**src/rtl/key_schedule_ctrl.sv**
```systemverilog
`default_nettype none
// ============================================================================
// Module      : key_schedule_ctrl
// Description : Sequencer for AES-128 key expansion around an external
//               single-round subkey generator (GenSubKey). Accepts a cipher
//               key over a valid/ready handshake and issues NUM_ROUNDS
//               requests to the generator. Each request carries the Rcon word
//               and the previous round key. Every returned subkey is stored in
//               an (NUM_ROUNDS+1)-entry round-key file. The file is read
//               combinationally by index. The controller waits on the
//               generator's valid_out, so it works with any generator latency.
// Revision    : 1.0 - initial release
// ----------------------------------------------------------------------------
// Optional feature macro: KEYSCHED_TIMEOUT_EN
//   Defined   : adds output err and a per-round watchdog. A round whose
//               result has not returned after TIMEOUT_CYCLES cycles in WAIT
//               aborts the expansion and sets err. The next accepted key
//               clears err.
//   Undefined : no err port. WAIT waits for the generator indefinitely.
// ----------------------------------------------------------------------------
// Ports:
//   clk           in   1         clock, rising edge
//   reset         in   1         asynchronous active-low reset
//   key_in        in   KEY_LEN   cipher key
//   key_valid     in   1         key_in valid
//   key_ready     out  1         key accepted this cycle (high in IDLE)
//   gsk_rcon      out  WORD_LEN  Rcon word to the generator
//   gsk_key       out  KEY_LEN   previous round key to the generator
//   gsk_valid_in  out  1         one-cycle request strobe to the generator
//   gsk_key_ret   in   KEY_LEN   subkey returned by the generator
//   gsk_valid_out in   1         generator result valid
//   rk_idx        in   4         round-key read index
//   rk_data       out  KEY_LEN   round key at rk_idx (0 when out of range)
//   busy          out  1         expansion in progress
//   keys_valid    out  1         complete, consistent round-key set present
//   err           out  1         watchdog expired (KEYSCHED_TIMEOUT_EN only)
// ============================================================================
module key_schedule_ctrl #(
  parameter int KEY_LEN        = 128,
  parameter int WORD_LEN       = 32,
  parameter int NUM_ROUNDS     = 10,
  parameter int TIMEOUT_CYCLES = 16
) (
  input  logic                clk,
  input  logic                reset,
  input  logic [KEY_LEN-1:0]  key_in,
  input  logic                key_valid,
  output logic                key_ready,
  output logic [WORD_LEN-1:0] gsk_rcon,
  output logic [KEY_LEN-1:0]  gsk_key,
  output logic                gsk_valid_in,
  input  logic [KEY_LEN-1:0]  gsk_key_ret,
  input  logic                gsk_valid_out,
  input  logic [3:0]          rk_idx,
  output logic [KEY_LEN-1:0]  rk_data,
  output logic                busy,
  output logic                keys_valid
`ifdef KEYSCHED_TIMEOUT_EN
  ,
  output logic                err
`endif
);

  // --------------------------------------------------------------------------
  // Elaboration-time parameter sanity
  // --------------------------------------------------------------------------
  // The round counter and read index are 4 bits wide, and the Rcon byte
  // occupies the top byte of the Rcon word.
  if ((NUM_ROUNDS < 1) || (NUM_ROUNDS > 15)) begin : g_chk_rounds
    $error("key_schedule_ctrl: NUM_ROUNDS must be in 1..15");
  end
  if (WORD_LEN < 9) begin : g_chk_word
    $error("key_schedule_ctrl: WORD_LEN must be at least 9");
  end
  if (TIMEOUT_CYCLES < 1) begin : g_chk_timeout
    $error("key_schedule_ctrl: TIMEOUT_CYCLES must be at least 1");
  end

  localparam logic [7:0] RCON_INIT  = 8'h01;
  localparam logic [3:0] LAST_ROUND = 4'(NUM_ROUNDS);

  typedef enum logic [1:0] {
    S_IDLE  = 2'd0,
    S_ISSUE = 2'd1,
    S_WAIT  = 2'd2
  } state_t;

  // --------------------------------------------------------------------------
  // State
  // --------------------------------------------------------------------------
  state_t             state_q, state_d;
  logic [3:0]         round_q, round_d;       // round currently being generated
  logic [7:0]         rcon_q, rcon_d;         // Rcon top byte; low bits are zero
  logic               keys_valid_q, keys_valid_d;
  logic [KEY_LEN-1:0] rk_q [NUM_ROUNDS+1];
  logic [KEY_LEN-1:0] rk_d [NUM_ROUNDS+1];

`ifdef KEYSCHED_TIMEOUT_EN
  localparam int         WD_W      = $clog2(TIMEOUT_CYCLES + 1);
  localparam logic [WD_W-1:0] WD_LAST = WD_W'(TIMEOUT_CYCLES - 1);

  logic [WD_W-1:0] wdog_q, wdog_d;
  logic            err_q, err_d;
`endif

  // GF(2^8) doubling of the current Rcon byte gives the next round's Rcon.
  logic [7:0] rcon_next;
  assign rcon_next = {rcon_q[6:0], 1'b0} ^ (rcon_q[7] ? 8'h1B : 8'h00);

  // --------------------------------------------------------------------------
  // Next-state logic
  // --------------------------------------------------------------------------
  always_comb begin
    state_d      = state_q;
    round_d      = round_q;
    rcon_d       = rcon_q;
    keys_valid_d = keys_valid_q;
    rk_d         = rk_q;
`ifdef KEYSCHED_TIMEOUT_EN
    wdog_d       = wdog_q;
    err_d        = err_q;
`endif

    case (state_q)
      S_IDLE: begin
        // Accepting a new key invalidates the previous set on the same edge.
        if (key_valid) begin
          rk_d[0]      = key_in;
          round_d      = 4'd1;
          rcon_d       = RCON_INIT;
          keys_valid_d = 1'b0;
`ifdef KEYSCHED_TIMEOUT_EN
          err_d        = 1'b0;
`endif
          state_d      = S_ISSUE;
        end
      end

      S_ISSUE: begin
`ifdef KEYSCHED_TIMEOUT_EN
        wdog_d  = '0;
`endif
        state_d = S_WAIT;
      end

      S_WAIT: begin
        // Only the first valid cycle in WAIT is captured. Leaving WAIT on
        // that cycle means a held valid_out lands in ISSUE, which ignores it.
        if (gsk_valid_out) begin
          rk_d[round_q] = gsk_key_ret;
          if (round_q == LAST_ROUND) begin
            keys_valid_d = 1'b1;
            state_d      = S_IDLE;
          end else begin
            round_d = round_q + 4'd1;
            rcon_d  = rcon_next;
            state_d = S_ISSUE;
          end
        end
`ifdef KEYSCHED_TIMEOUT_EN
        else if (wdog_q == WD_LAST) begin
          err_d   = 1'b1;
          state_d = S_IDLE;
        end else begin
          wdog_d = wdog_q + 1'b1;
        end
`endif
      end

      default: begin
        state_d = S_IDLE;
      end
    endcase
  end

  // --------------------------------------------------------------------------
  // State registers
  // --------------------------------------------------------------------------
  always_ff @(posedge clk or negedge reset) begin
    if (!reset) begin
      state_q      <= S_IDLE;
      round_q      <= 4'd0;
      rcon_q       <= RCON_INIT;
      keys_valid_q <= 1'b0;
      for (int i = 0; i <= NUM_ROUNDS; i++) begin
        rk_q[i] <= '0;
      end
    end else begin
      state_q      <= state_d;
      round_q      <= round_d;
      rcon_q       <= rcon_d;
      keys_valid_q <= keys_valid_d;
      for (int i = 0; i <= NUM_ROUNDS; i++) begin
        rk_q[i] <= rk_d[i];
      end
    end
  end

`ifdef KEYSCHED_TIMEOUT_EN
  always_ff @(posedge clk or negedge reset) begin
    if (!reset) begin
      wdog_q <= '0;
      err_q  <= 1'b0;
    end else begin
      wdog_q <= wdog_d;
      err_q  <= err_d;
    end
  end

  assign err = err_q;
`endif

  // --------------------------------------------------------------------------
  // Outputs
  // --------------------------------------------------------------------------
  assign key_ready    = (state_q == S_IDLE);
  assign busy         = (state_q != S_IDLE);
  assign keys_valid   = keys_valid_q;
  assign gsk_valid_in = (state_q == S_ISSUE);
  assign gsk_rcon     = {rcon_q, {(WORD_LEN-8){1'b0}}};

  // The previous round key stays stable through WAIT. The capture writes
  // rk[round], never rk[round-1]. IDLE drives zero.
  assign gsk_key = (state_q == S_IDLE) ? '0 : rk_q[round_q - 4'd1];

  assign rk_data = (rk_idx <= LAST_ROUND) ? rk_q[rk_idx] : '0;

endmodule
`default_nettype wire

```
**config.mk**
```make
export PLATFORM = sky130hd
export DESIGN_NAME = key_schedule_ctrl
export DESIGN_NICKNAME = d
export VERILOG_FILES = /design/src/rtl/key_schedule_ctrl.sv
export SDC_FILE = /design/constraint.sdc
export NUM_CORES = 2
export LEC_CHECK = 0
export CORE_MARGIN = 2
export CORE_UTILIZATION = 60
export CTS_BUF_LIST = sky130_fd_sc_hd__clkbuf_4 sky130_fd_sc_hd__clkbuf_8
export CTS_CLUSTER_SIZE = 25
export DETAILED_ROUTE_END_ITERATION = 8
export HOLD_SLACK_MARGIN = 0.06
export PLACE_DENSITY_LB_ADDON = 0.3
export SYNTH_ARGS = -nofsm -noshare
export SYNTH_HDL_FRONTEND = slang
export SYNTH_SLANG_ARGS = --single-unit
```
**constraint.sdc**
```tcl
create_clock -name clk -period 3.5 [get_ports clk]
set_clock_uncertainty 0.05 [all_clocks]
set_input_delay 0.7 -clock clk [delete_from_list [all_inputs] [get_ports clk]]
set_output_delay 0.7 -clock clk [all_outputs]
set_load 0.1 [all_outputs]
```
After elaboration in Yosys (flattened, before gate mapping):

Cells that the tools add are included.

* register bits after elaboration: 1423
* input bits: 264
* output and inout port bits: 292
* logic and storage cells: 73

* add/sub/neg operators: 2
* $lt $le $gt $ge: 5
* equal/unequal tests: 7
* mux-type cells: 31
* bitwise operators: 4
* reduce and logical (&&, ||, !) cells: 9

Operators with widths (number)
* $bwmux 1408: 1
* $mux 1408: 1
* $bmux 128 s4: 2
* $mux 128: 8
* $demux 128 s4: 1
* $pmux 128 s2: 1
* $mux 8: 3
* $pmux 8 s2: 1
* $ge 5x5->1 const B: 3
* $not 4->5: 3
* $mux 4: 3
* $ne 2x2->1 const B: 4
* $pmux 4 s2: 1
* $reduce_and 4->1: 2
* $xor 8x5->8: 1
* $pmux 2 s3: 1
* $lt 5x1->1 const B: 1
* $mux 5: 1
* $add 4x1->4 const B: 1
* $eq 4x4->1 const B: 1
* $le 4x4->1 const B: 1
* $mux 1: 4
* $mux 2: 2
* $reduce_and 2->1: 2
* other kinds (8): 9

Depth between registers and ports, before layout:

* depth after elaboration: 8
* gate-level depth with buffers: 12
* mapped depth without buffers: 6

Least setup slack after synthesis:

OpenSTA, ideal clock, no wires.

* path kind: flip-flop to output port
* start point: register state_q[1]
* end point: output gsk_key[100]
* arrival: 4.821 ns
* required time: 2.750 ns
* path slack: -2.071 ns
* cell stages (with the launch flop): 8
* buffers on the path: 2
* path through: dfrtp_1 or2_1 inv_1 nor3_1 a32oi_1 clkbuf_1 clkbuf_1 o21ai_0

* word-level cells in the longest chain between the ends: 2

Ends and longest elaborated chain
* start: declaration: line 91 `state_t state_q, state_d;`
* start signal: assignment: line 189 `state_q <= state_d;`
* $logic_not 2->1
* named net key_ready: line 48 `output logic key_ready,`
* $mux 128: line 224 `assign gsk_key = (state_q == S_IDLE) ? '0 : rk_q[round_q - 4'd1];`
* end: declaration: line 50 `output logic [KEY_LEN-1:0] gsk_key,`

The timed path passes the listed nets, and every way through them passes these cells.

Final worst setup path:

* start point: register round_q[0]
* end point: output gsk_key[2]

* word-level cells in the longest chain between the ends: 6

Ends and longest elaborated chain
* start: declaration: line 92 `logic [3:0] round_q, round_d;`
* start signal: assignment: line 190 `round_q <= round_d;`
* $sub 4x1->4: line 224
* $not 4->5 (implied by the code): line 224
* $bmux 128 s4: line 224
* $mux 128 (implied by the code) (2 in series): line 224
* $mux 128: line 224

Every way passes these cells. The select of a mux whose other input is x is not followed.

==> impl_metrics.toml <==
[worst_setup_path]
worstPathCellList = "clkinvlp_4 > ha_4 > buf_12 > buf_12 > buf_16 > mux4_2 > a22oi_2 > o21ai_2 > buf_4 > buf_12"
path_buf_inv = 6
crit_slowest_cell = "dfrtp_4"
cp_common_cell = "buf_12"
crit_fanout = 22
cp.required_ns = 2.75
regToRegStartpoint = "round_q[0]"
reg2regPathDepth = 7
cp_slowest_stage_delay_ns = 0.47
r2r_end = "round_q[0]"
crit_type = "reg2out"
r2r_setup_slack_ns = 0.42
start_kind = "flip-flop"
cp.arrival_ns = 3.43
crit_family = "buffers and inverters"
cp-end-kind = "output port"

[global_routing]
grt_util_all_layers = 0.389
grt_pass1_vias = 61400
grt_max_degree = 141
grt_pass1_wl_microns = 384000
antenna_found_initial = 9
overflow = 0

[layout]
final_cells = 8256
syn2layout_area_growth_pct = 27.3
fin_area_sq_mm = 0.0974
nets = 6681
fin_util = 0.772
final_layout_size_suffix_gt1_frac = 0.508

[worst_hold_path]
hold_start = "key_in[13]"
hold_path_end = "rk_q[1293]"
hold_depth = 3
worstHoldPathType = "in2reg"

[floorplanning]
die_h_microns = 361
die_w_microns = 361
coreArea_sq_mm = 0.126
die-area_sq_mm = 0.130
io-pin-count = 556
start_util = 0.606
row_count = 130

[route]
dr.pass1.iters = 8
vias = 59500
finalWirelength_microns = 265000
drt_iter0_markers = 7468
wire_per_inst_microns = 32.1
postRouteAntennaNets = 0
via_per_inst = 7.21
drc = 0

[synth]
synth_cell_types = 42
synth-seq-cells = 1423
netlist_area_sq_mm = 0.0764
ys_warn_count = 0
synth_edf_count = 0
synth.yosys.seq_area_share = 0.466
synth_ff_type = "dfrtp_1"
synth-async-reset-ratio = 1.00
synthTopCellsByArea = "dfrtp_1, mux2_2, mux4_2"
synth_cells = 5883
syn_area_per_cell_sq_um = 13.0
synth_top_area_share = 0.465
yosys.area.top_type = "dfrtp_1"

[pwr]
p_leak_uw = 0.0444
p_per_area_mw_per_mm2 = 844
worst_ir_drop_vdd_mv = 0.984

[sta]
max_slew_margin = 0.0546
fin_crit_sh = 1.19
rsz0062_at_grt = "yes"
fin_ws_ns = -0.681
tightest_slew_ns = 1.42
whs_ns = 0.342
fmax_ghz = 0.239
finalHoldViolCount = 0
setup_viol = 128
period_needed_ns = 4.18
drv_slew = 0

[place]
hpwlAfterDp_microns = 148000
gp_congestion = 0.869
placed_cells = 7674
io_buffers = 531
dpl_cell_area_sq_mm = 0.0885

[run_status]
status = "complete, but fails checks"
violations = "negative setup slack"

[clock_network]
htree_levels = 4
cts_buffer_depth = 3
clk_latency_ns = 0.95
cts_root_buffer = "clkbuf_8"
cts.reportedPaths.clkPinSlew_ns = 0.06
tritoncts = "built"
clock-sinks = 1423
cts_buffers = 228

[job]
maxCapViolCount = 0
sequential cells by signal, indices dropped and copies added, names as in the netlist:
name and flops:
rcon_q 8, round_q 4, state_q 2, rk_q 1408
keys_valid 1
timing repair:
item | in CTS | in global routing
cloned | 29 | 29
hold endpoints to repair | 85 | 0
pin swaps | 45 | 97
resized for setup | 194 | 127
hold buffers | 1 | 0
endpoints found under the setup margin | 256 | 207
buffers inserted | 50 | 62
tightest hold or removal path, stage by stage:
cell and delay [ns]:
clkdlybuf4s50_1 0.39, a22oi_1 0.14, o21ai_0 0.09
placed cells by master (no fill, tap or decap), types with 11 or more instances in the layout:
master and instances:
a22oi_2 146, a221oi_1 127, mux4_2 384, o21ai_2 136, buf_4 186, nor2_1 182
nand2_1 199, a21oi_1 178, conb_1 24, clkinv_2 30, a22oi_1 182, mux2_2 1408
clkbuf_8 297, buf_6 31, buf_12 389, o21ai_0 257, mux2i_1 385, clkbuf_4 75
nand2_4 11, clkbuf_16 24, buf_16 40, clkdlybuf4s50_1 259, o21ai_4 121, dfrtp_1 1420
cell type report:
class                      count  area (sq um)
multi-input combinational   3806         40300
sequential                  1423         35600
fill                        6962         28700
timing repair buffer         947         14200
clock buffer                 372          4650
tap                         1650          2060
clock inverter                47           432
inverter                       6          35.0
antenna                        5          12.5
layer usage:
metal	vias to the layer above	routed length [microns]	track usage	part of all wire
met1	30600	96300	0.507	0.36
met2	4471	122000	0.599	0.46
met4	8	15600	0.213	0.059
li1	23300	-	-	-
met5	-	46	0	0.00017
met3	1124	30800	0.103	0.12
worst max path at each step:
stage / start / to / slack (ns) / depth (start not counted)
detailed placement: rk_idx[2] / rk_data[48] / -0.22 / 7
global route: round_q[0] / gsk_key[2] / -0.75 / 10
CTS: round_q[0] / gsk_key[25] / -0.65 / 10
finish: round_q[0] / gsk_key[2] / -0.68 / 10
floorplan: round_q[0] / gsk_key[2] / -1.36 / 11
global placement: rk_idx[2] / rk_data[34] / -0.24 / 7
cell usage after synthesis, types with 2 or more instances:
master,count
a21oi_1,188
a221oi_1,128
a22oi_1,328
buf_1,22
buf_2,225
buf_4,32
buf_6,74
clkbuf_1,318
dfrtp_1,1422
ha_1,5
inv_1,6
mux2_2,1408
mux2i_1,385
mux4_2,384
nand2_1,210
nand3_1,2
nand3b_1,2
nor2_1,188
nor2b_1,5
nor3_1,3
nor3b_2,2
nor4_1,2
o21ai_0,513
o21ai_1,6
o21bai_1,2
o31ai_1,4
xnor2_1,3
xor2_1,2
through the flow:
step	setup TNS [ns]	power [uW]	setup WS, ns
after floorplan	-10.04	46000	-1.36
after global placement	-11.05	58000	-0.236
after detailed placement	-12.80	58800	-0.223
after CTS	-71.53	78600	-0.652
after global routing	-84.58	84300	-0.751
final	-74.88	82200	-0.681
kinds of logic (layout without fill, tap and decap cells):
logic type               count (synthesis)  count (layout)  synth area share
flip-flops                            1423            1423             0.466
buffers and inverters                  677            1372            0.0458
other                                    1              29         0.0000491
AND/OR/NAND/NOR                        422             422            0.0218
multiplexers                          2177            2177             0.371
adder cells (fa/ha/maj)                  5               5          0.000818
XOR/XNOR                                 5               5          0.000573
AO/OA/AOI/OAI                         1173            1173            0.0942
power breakdown:
| group | leakage (uW) | switching [uW] | internal [uW] |
|---|---|---|---|
| logic | 0.0226 | 24700 | 18500 |
| registers | 0.0191 | 3080 | 20000 |
| clock network | 0.00272 | 7070 | 8770 |
| total | 0.0444 | 34900 | 47300 |
(Power assumes the default switching activity.)
